[src/rtl/demux_1to4_stream_pkg.sv]
// Shared constants and types for the 1-to-4 stream demultiplexer.
// Channel count and select width live here so every file agrees.
package demux_pkg;

    localparam int NUM_CH = 4;
    localparam int SEL_W  = 2;

    typedef logic [SEL_W-1:0] ch_sel_t;

endpackage

[src/rtl/demux_1to4_stream_if.sv]
// Producer-side and consumer-side stream bundle of the demultiplexer.
// master drives beats and consumer readies; slave is the demux itself.
interface demux_1to4_stream_if
    import demux_pkg::*;
#(
    parameter int WIDTH = 1,
    parameter int CNT_W = 8
);

    logic                      in_valid;
    logic                      in_ready;
    ch_sel_t                   in_sel;
    logic [WIDTH-1:0]          in_data;
    logic [NUM_CH-1:0]         out_valid;
    logic [NUM_CH-1:0]         out_ready;
    logic [NUM_CH*WIDTH-1:0]   out_data;
    logic [NUM_CH*CNT_W-1:0]   out_cnt;

    modport master (
        output in_valid,
        output in_sel,
        output in_data,
        output out_ready,
        input  in_ready,
        input  out_valid,
        input  out_data,
        input  out_cnt
    );

    modport slave (
        input  in_valid,
        input  in_sel,
        input  in_data,
        input  out_ready,
        output in_ready,
        output out_valid,
        output out_data,
        output out_cnt
    );

endinterface

[src/rtl/demux_1to4_stream_sel_decoder.sv]
// Turns the 2-bit channel select into a one-hot load enable.
// All enables stay low unless the beat is actually accepted.
module sel_decoder_2to4
    import demux_pkg::*;
(
    input  ch_sel_t           i_sel,
    input  logic              i_en,
    output logic [NUM_CH-1:0] o_load
);

    // One-hot decode of the select, gated by the accept strobe
    always_comb begin
        o_load = '0;
        unique case (i_sel)
            2'd0: o_load[0] = i_en;
            2'd1: o_load[1] = i_en;
            2'd2: o_load[2] = i_en;
            2'd3: o_load[3] = i_en;
        endcase
    end

endmodule

[src/rtl/demux_1to4_stream.sv]
// Registered 1-to-4 stream demultiplexer with a one-entry holding
// register and a wrap-around delivered-beat counter per channel.
module demux_1to4_stream
    import demux_pkg::*;
#(
    parameter int WIDTH = 1,
    parameter int CNT_W = 8
)(
    input  logic               clk,
    input  logic               rst,
    input  logic               flush,
    demux_1to4_stream_if.slave bus
);

    logic             r_valid [NUM_CH];
    logic [WIDTH-1:0] r_data  [NUM_CH];
    logic [CNT_W-1:0] r_cnt   [NUM_CH];

    logic [NUM_CH-1:0] w_valid;
    logic [NUM_CH-1:0] w_load;
    logic              w_accept;

    // A channel can take a beat when empty or draining this cycle
    assign bus.in_ready = ~flush
                        & (~w_valid[bus.in_sel]
                           | bus.out_ready[bus.in_sel]);

    assign w_accept = bus.in_valid & bus.in_ready;

    sel_decoder_2to4 u_dec (
        .i_sel  (bus.in_sel),
        .i_en   (w_accept),
        .o_load (w_load)
    );

    for (genvar i = 0; i < NUM_CH; i++) begin : g_ch
        logic w_drain;

        assign w_drain = r_valid[i] & bus.out_ready[i];

        assign w_valid[i]                    = r_valid[i];
        assign bus.out_valid[i]              = r_valid[i];
        assign bus.out_data[i*WIDTH +: WIDTH] = r_data[i];
        assign bus.out_cnt[i*CNT_W +: CNT_W]  = r_cnt[i];

        // Delivered beats are counted even in a flush cycle
        always_ff @(posedge clk) begin
            if (rst) begin
                r_cnt[i] <= '0;
            end else if (w_drain) begin
                r_cnt[i] <= r_cnt[i] + CNT_W'(1);
            end
        end

        // Holding slot: a load beats a drain, a flush beats both
        always_ff @(posedge clk) begin
            if (rst) begin
                r_valid[i] <= 1'b0;
                r_data[i]  <= '0;
            end else if (flush) begin
                r_valid[i] <= 1'b0;
            end else if (w_load[i]) begin
                r_valid[i] <= 1'b1;
                r_data[i]  <= bus.in_data;
            end else if (w_drain) begin
                r_valid[i] <= 1'b0;
            end
        end
    end

endmodule

[src/flat_wrapper.sv]
// flat-port wrapper written by rule: the top's interface ports become plain ports
module demux_1to4_stream_flat import demux_pkg::*;
#(
    parameter int WIDTH = 1,
    parameter int CNT_W = 8
)
  (clk, rst, flush, bus_in_valid, bus_in_sel, bus_in_data, bus_out_ready, bus_in_ready, bus_out_valid, bus_out_data, bus_out_cnt);
  demux_1to4_stream_if #(.WIDTH(WIDTH), .CNT_W(CNT_W)) bus_i ();
  input  logic clk;
  input  logic rst;
  input  logic flush;
  input wire logic [$bits(bus_i.in_valid)-1:0] bus_in_valid;
  input wire logic [$bits(bus_i.in_sel)-1:0] bus_in_sel;
  input wire logic [$bits(bus_i.in_data)-1:0] bus_in_data;
  input wire logic [$bits(bus_i.out_ready)-1:0] bus_out_ready;
  output wire logic [$bits(bus_i.in_ready)-1:0] bus_in_ready;
  output wire logic [$bits(bus_i.out_valid)-1:0] bus_out_valid;
  output wire logic [$bits(bus_i.out_data)-1:0] bus_out_data;
  output wire logic [$bits(bus_i.out_cnt)-1:0] bus_out_cnt;
  assign bus_i.in_valid = bus_in_valid;
  assign bus_i.in_sel = bus_in_sel;
  assign bus_i.in_data = bus_in_data;
  assign bus_i.out_ready = bus_out_ready;
  assign bus_in_ready = bus_i.in_ready;
  assign bus_out_valid = bus_i.out_valid;
  assign bus_out_data = bus_i.out_data;
  assign bus_out_cnt = bus_i.out_cnt;
  demux_1to4_stream #(.WIDTH(WIDTH), .CNT_W(CNT_W)) u_core (.clk(clk), .rst(rst), .flush(flush), .bus(bus_i));
endmodule
[config.mk]
export PLATFORM = sky130hd
export DESIGN_NAME = demux_1to4_stream_flat
export DESIGN_NICKNAME = d
export VERILOG_FILES = /design/src/rtl/demux_1to4_stream_pkg.sv /design/src/rtl/demux_1to4_stream_if.sv /design/src/rtl/demux_1to4_stream_sel_decoder.sv /design/src/rtl/demux_1to4_stream.sv /design/src/flat_wrapper.sv
export SDC_FILE = /design/constraint.sdc
export NUM_CORES = 1
export LEC_CHECK = 0
export ABC_AREA = 1
export BUFFER_PORTS_ARGS = -buffer_cell sky130_fd_sc_hd__buf_2
export CORE_ASPECT_RATIO = 0.5
export CORE_MARGIN = 2
export CORE_UTILIZATION = 55
export CTS_BUF_LIST = sky130_fd_sc_hd__clkbuf_8
export DETAILED_ROUTE_END_ITERATION = 10
export GPL_TIMING_DRIVEN = 0
export PLACE_DENSITY_LB_ADDON = 0.1
export SLEW_MARGIN = 30
export SYNTH_ARGS = -nofsm -noshare
export SYNTH_HDL_FRONTEND = slang
export SYNTH_SLANG_ARGS = --single-unit
[constraint.sdc]
create_clock -name clk -period 3.7 [get_ports clk]
set_input_delay 0.37 -clock clk [delete_from_list [all_inputs] [get_ports clk]]
set_output_delay 0.37 -clock clk [all_outputs]
set_load 0.01 [all_outputs]
==> impl_metrics.json <==
{
  "dp_hpwl_mm": 2.96,
  "tns_ns": 0,
  "cts_buffers": 5,
  "synth.distinct_cells": 27,
  "grt_usage_pct": 19.3,
  "syn_avg_cell_area_um2": 9.56,
  "whs_ns": 0.467,
  "synthArstFlopShare_pct": 0,
  "yosysWarnings": 0,
  "finalCriticalPeriod_ns": 1.69,
  "die_h_um": 48.4,
  "drt-initial-drc-count": 73,
  "syn-cell-area_mm2": 0.00217,
  "path_max_fanout": 3,
  "synthSimpleGateAreaFrac_pct": 26.5,
  "cp.required_ns": 3.33,
  "postSynthCellCount": 227,
  "post-route-period-util_pct": 45.7,
  "synth_fa_ha_area_share_pct": 2.31,
  "drc": 0,
  "final_area_mm2": 0.00259,
  "die_area_mm2": 0.00450,
  "grt_max_degree": 13,
  "route.detailed.wl_per_inst_um": 11.4,
  "clock-skew-final_ns": 0.00515,
  "grt_overflow": 0,
  "ant_nets": 0,
  "synth_edf_count": 40,
  "path_clk_slew_ns": 0.08,
  "dp_cells": 331,
  "ys_ff_latch": 40,
  "fillCellCount": 348,
  "synth_top_area_share_pct": 55.3,
  "antenna_found_initial": 0,
  "ir_worst_vdd_mv": 0.285,
  "synth_compound_area_share_pct": 4.67,
  "fin_util_pct": 67.5,
  "ctsHtreeMaxLevel": 2,
  "setup_violations": 0,
  "critPathMostFrequentCell": "nand2_1",
  "stdcell_count": 339,
  "initial_utilization_pct": 56.5,
  "cts.repair_timing.setup_buffer_count": 0,
  "first_global_vias": 1576,
  "design.core.area_mm2": 0.00384,
  "clockRootBuffer": "clkbuf_8",
  "yosys-top-cells-count": "42 x nand2_1, 40 x edfxtp_1, 36 x nor2_1",
  "synthFlopType": "edfxtp_1",
  "cts.sinks": 40,
  "outcome": "complete, no violations",
  "cts_resized": 0,
  "placed_area_mm2": 0.00249,
  "final_max_slew_viol_count": 0,
  "path_cells": "nand2_1 -> nand2_1 -> nand2_1 -> nand2_1 -> a21oi_1 -> buf_2",
  "startpoint_type": "flop",
  "hold_class": "primary input to flop",
  "rsz0062_at_grt": "false",
  "seq_area_frac_synth_pct": 55.3,
  "worstPathArrival_ns": 1.32,
  "synth_most_common_cell": "nand2_1",
  "routed_wl_mm": 3.87,
  "syn_nets": 242,
  "insertedDiodeCount": 0,
  "slowest_stage": "edfxtp_1",
  "worstSetupEndpointType": "primary output",
  "synth_top_family_by_area": "simple AND/OR/NAND/NOR gates",
  "cap_violations": 0,
  "cts_buffer_depth": 2,
  "critPathMaxStageDelay_ns": 0.45,
  "slew_headroom_pct": 77.3,
  "cts_tree": "yes",
  "max_freq_ghz": 0.591,
  "drive_above_1_share_pct": 28.8,
  "nNetsFinal": 299,
  "ioPinCount": 52,
  "critical_path_class": "flop to primary output",
  "p_leak_nw": 1.22,
  "grt_pass1_wl_mm": 6.83,
  "synthTopCellsByArea": "edfxtp_1 55%, nand2_1 7.3%, nor2_1 6.2%",
  "synth_xor_area_share_pct": 2.82,
  "cellPowerDensity_mw_per_mm2": 386,
  "rows": 16,
  "yosysTopAreaCell": "edfxtp_1",
  "routed-via-count": 1680,
  "drt-pass1-iter-count": 4,
  "clock_latency_ns": 0.29,
  "synth_mux_area_share_pct": 0,
  "place_congestion": 0.854,
  "tightestPinTransition_ns": 0.340,
  "die_x_um": 92.8,
  "hold_viol": 0,
  "routed_via_density": 4.96,
  "io_buffers": 50,
  "area_delta_synth_final_pct": 19.5,
  "holdBufCountCts": 0
}
==> cell families after synthesis <==
logic type,Yosys count
AOI/OAI and AO/OA,19
xor gates and xnor gates,7
adders and majority gates,4
buffers and inverters,38
DFF,40
and+or+nand+nor,119
==> power breakdown <==
part	total, W	switching [W]	internal [W]
Sequential	0.000546	0.0000210	0.000525
Clock	0.000344	0.000147	0.000196
Combinational	0.000112	0.0000688	0.0000436
==> through the flow <==
stage	total power, W	setup WS, ns
after detailed placement	0.000669	2.05
after global routing	0.00105	1.91
after global placement	0.000666	2.10
final	0.00100	2.01
after floorplan	0.000624	2.33
after CTS	0.00101	2.02
==> routing by layer <==
layer	up-vias	GRT usage [%]	routed length, µm	share of wire (%)
li1	869	-	-	-
met1	773	24.2	1850	48
met2	32	32.7	1810	47
met3	6	5.61	169	4.4
met4	0	5.88	34	0.88
met5	-	0	0	0
==> sequential cells by signal, indices dropped and copies added (netlist names) <==
signal / flops
u_core.r_cnt: 32
u_core.r_valid: 4
u_core.r_data: 4
==> worst paths after layout <==
kind | from | to | slack, ns | cells after the start
setup / recovery | u_core.r_valid[0] | bus_in_ready | 2.01 | 6
hold / removal | bus_out_ready[1] | u_core.r_valid[1] | 0.47 | 3
hold reg to reg | u_core.r_cnt[3][4] | u_core.r_cnt[3][4] | 0.61 | 1
setup reg to reg | u_core.r_cnt[3][0] | u_core.r_cnt[3][6] | 2.31 | 6
==> placed cells by master, fill, tap and decap left out <==
cell / n
clkbuf_8: 5
inv_1: 26
nand2_2: 1
nor2_4: 1
ha_1: 4
nand3_1: 13
buf_4: 8
o21a_1: 2
inv_2: 2
a31oi_1: 1
nand2_4: 1
buf_2: 51
clkinv_1: 2
nor3_2: 4
nand2_1: 42
bufinv_16: 1
nor2_1: 36
edfxtp_1: 40
and3_1: 2
or2_2: 2
nand4_2: 4
nor4_1: 1
buf_6: 1
nor3_1: 7
nand4_1: 3
xor2_1: 7
a21oi_1: 12
o21ai_0: 4
nor2_2: 1
nand3b_1: 1
==> final cells by class <==
cell class                      count  area [µm²]  share of cell area [%]
Sequential cell                    40        1200                    46.3
Multi-Input combinational cell    149         788                    30.4
Timing Repair Buffer               50         250                    9.64
Inverter                           28         105                    4.05
Buffer                             10        76.3                    2.94
Clock buffer                        5        68.8                    2.65
Tap cell                           54        67.6                    2.60
Clock inverter                      3        37.5                    1.45
==> worst max-delay path, delay by kind of cell (launching register included) <==
kind | cells | cell delay [ns]
flip-flops | 1 | 0.45
AND/OR/NAND/NOR | 4 | 0.29
AO/OA/AOI/OAI | 1 | 0.15
buffers and inverters | 1 | 0.14
Power figures use the tool's default switching activity.
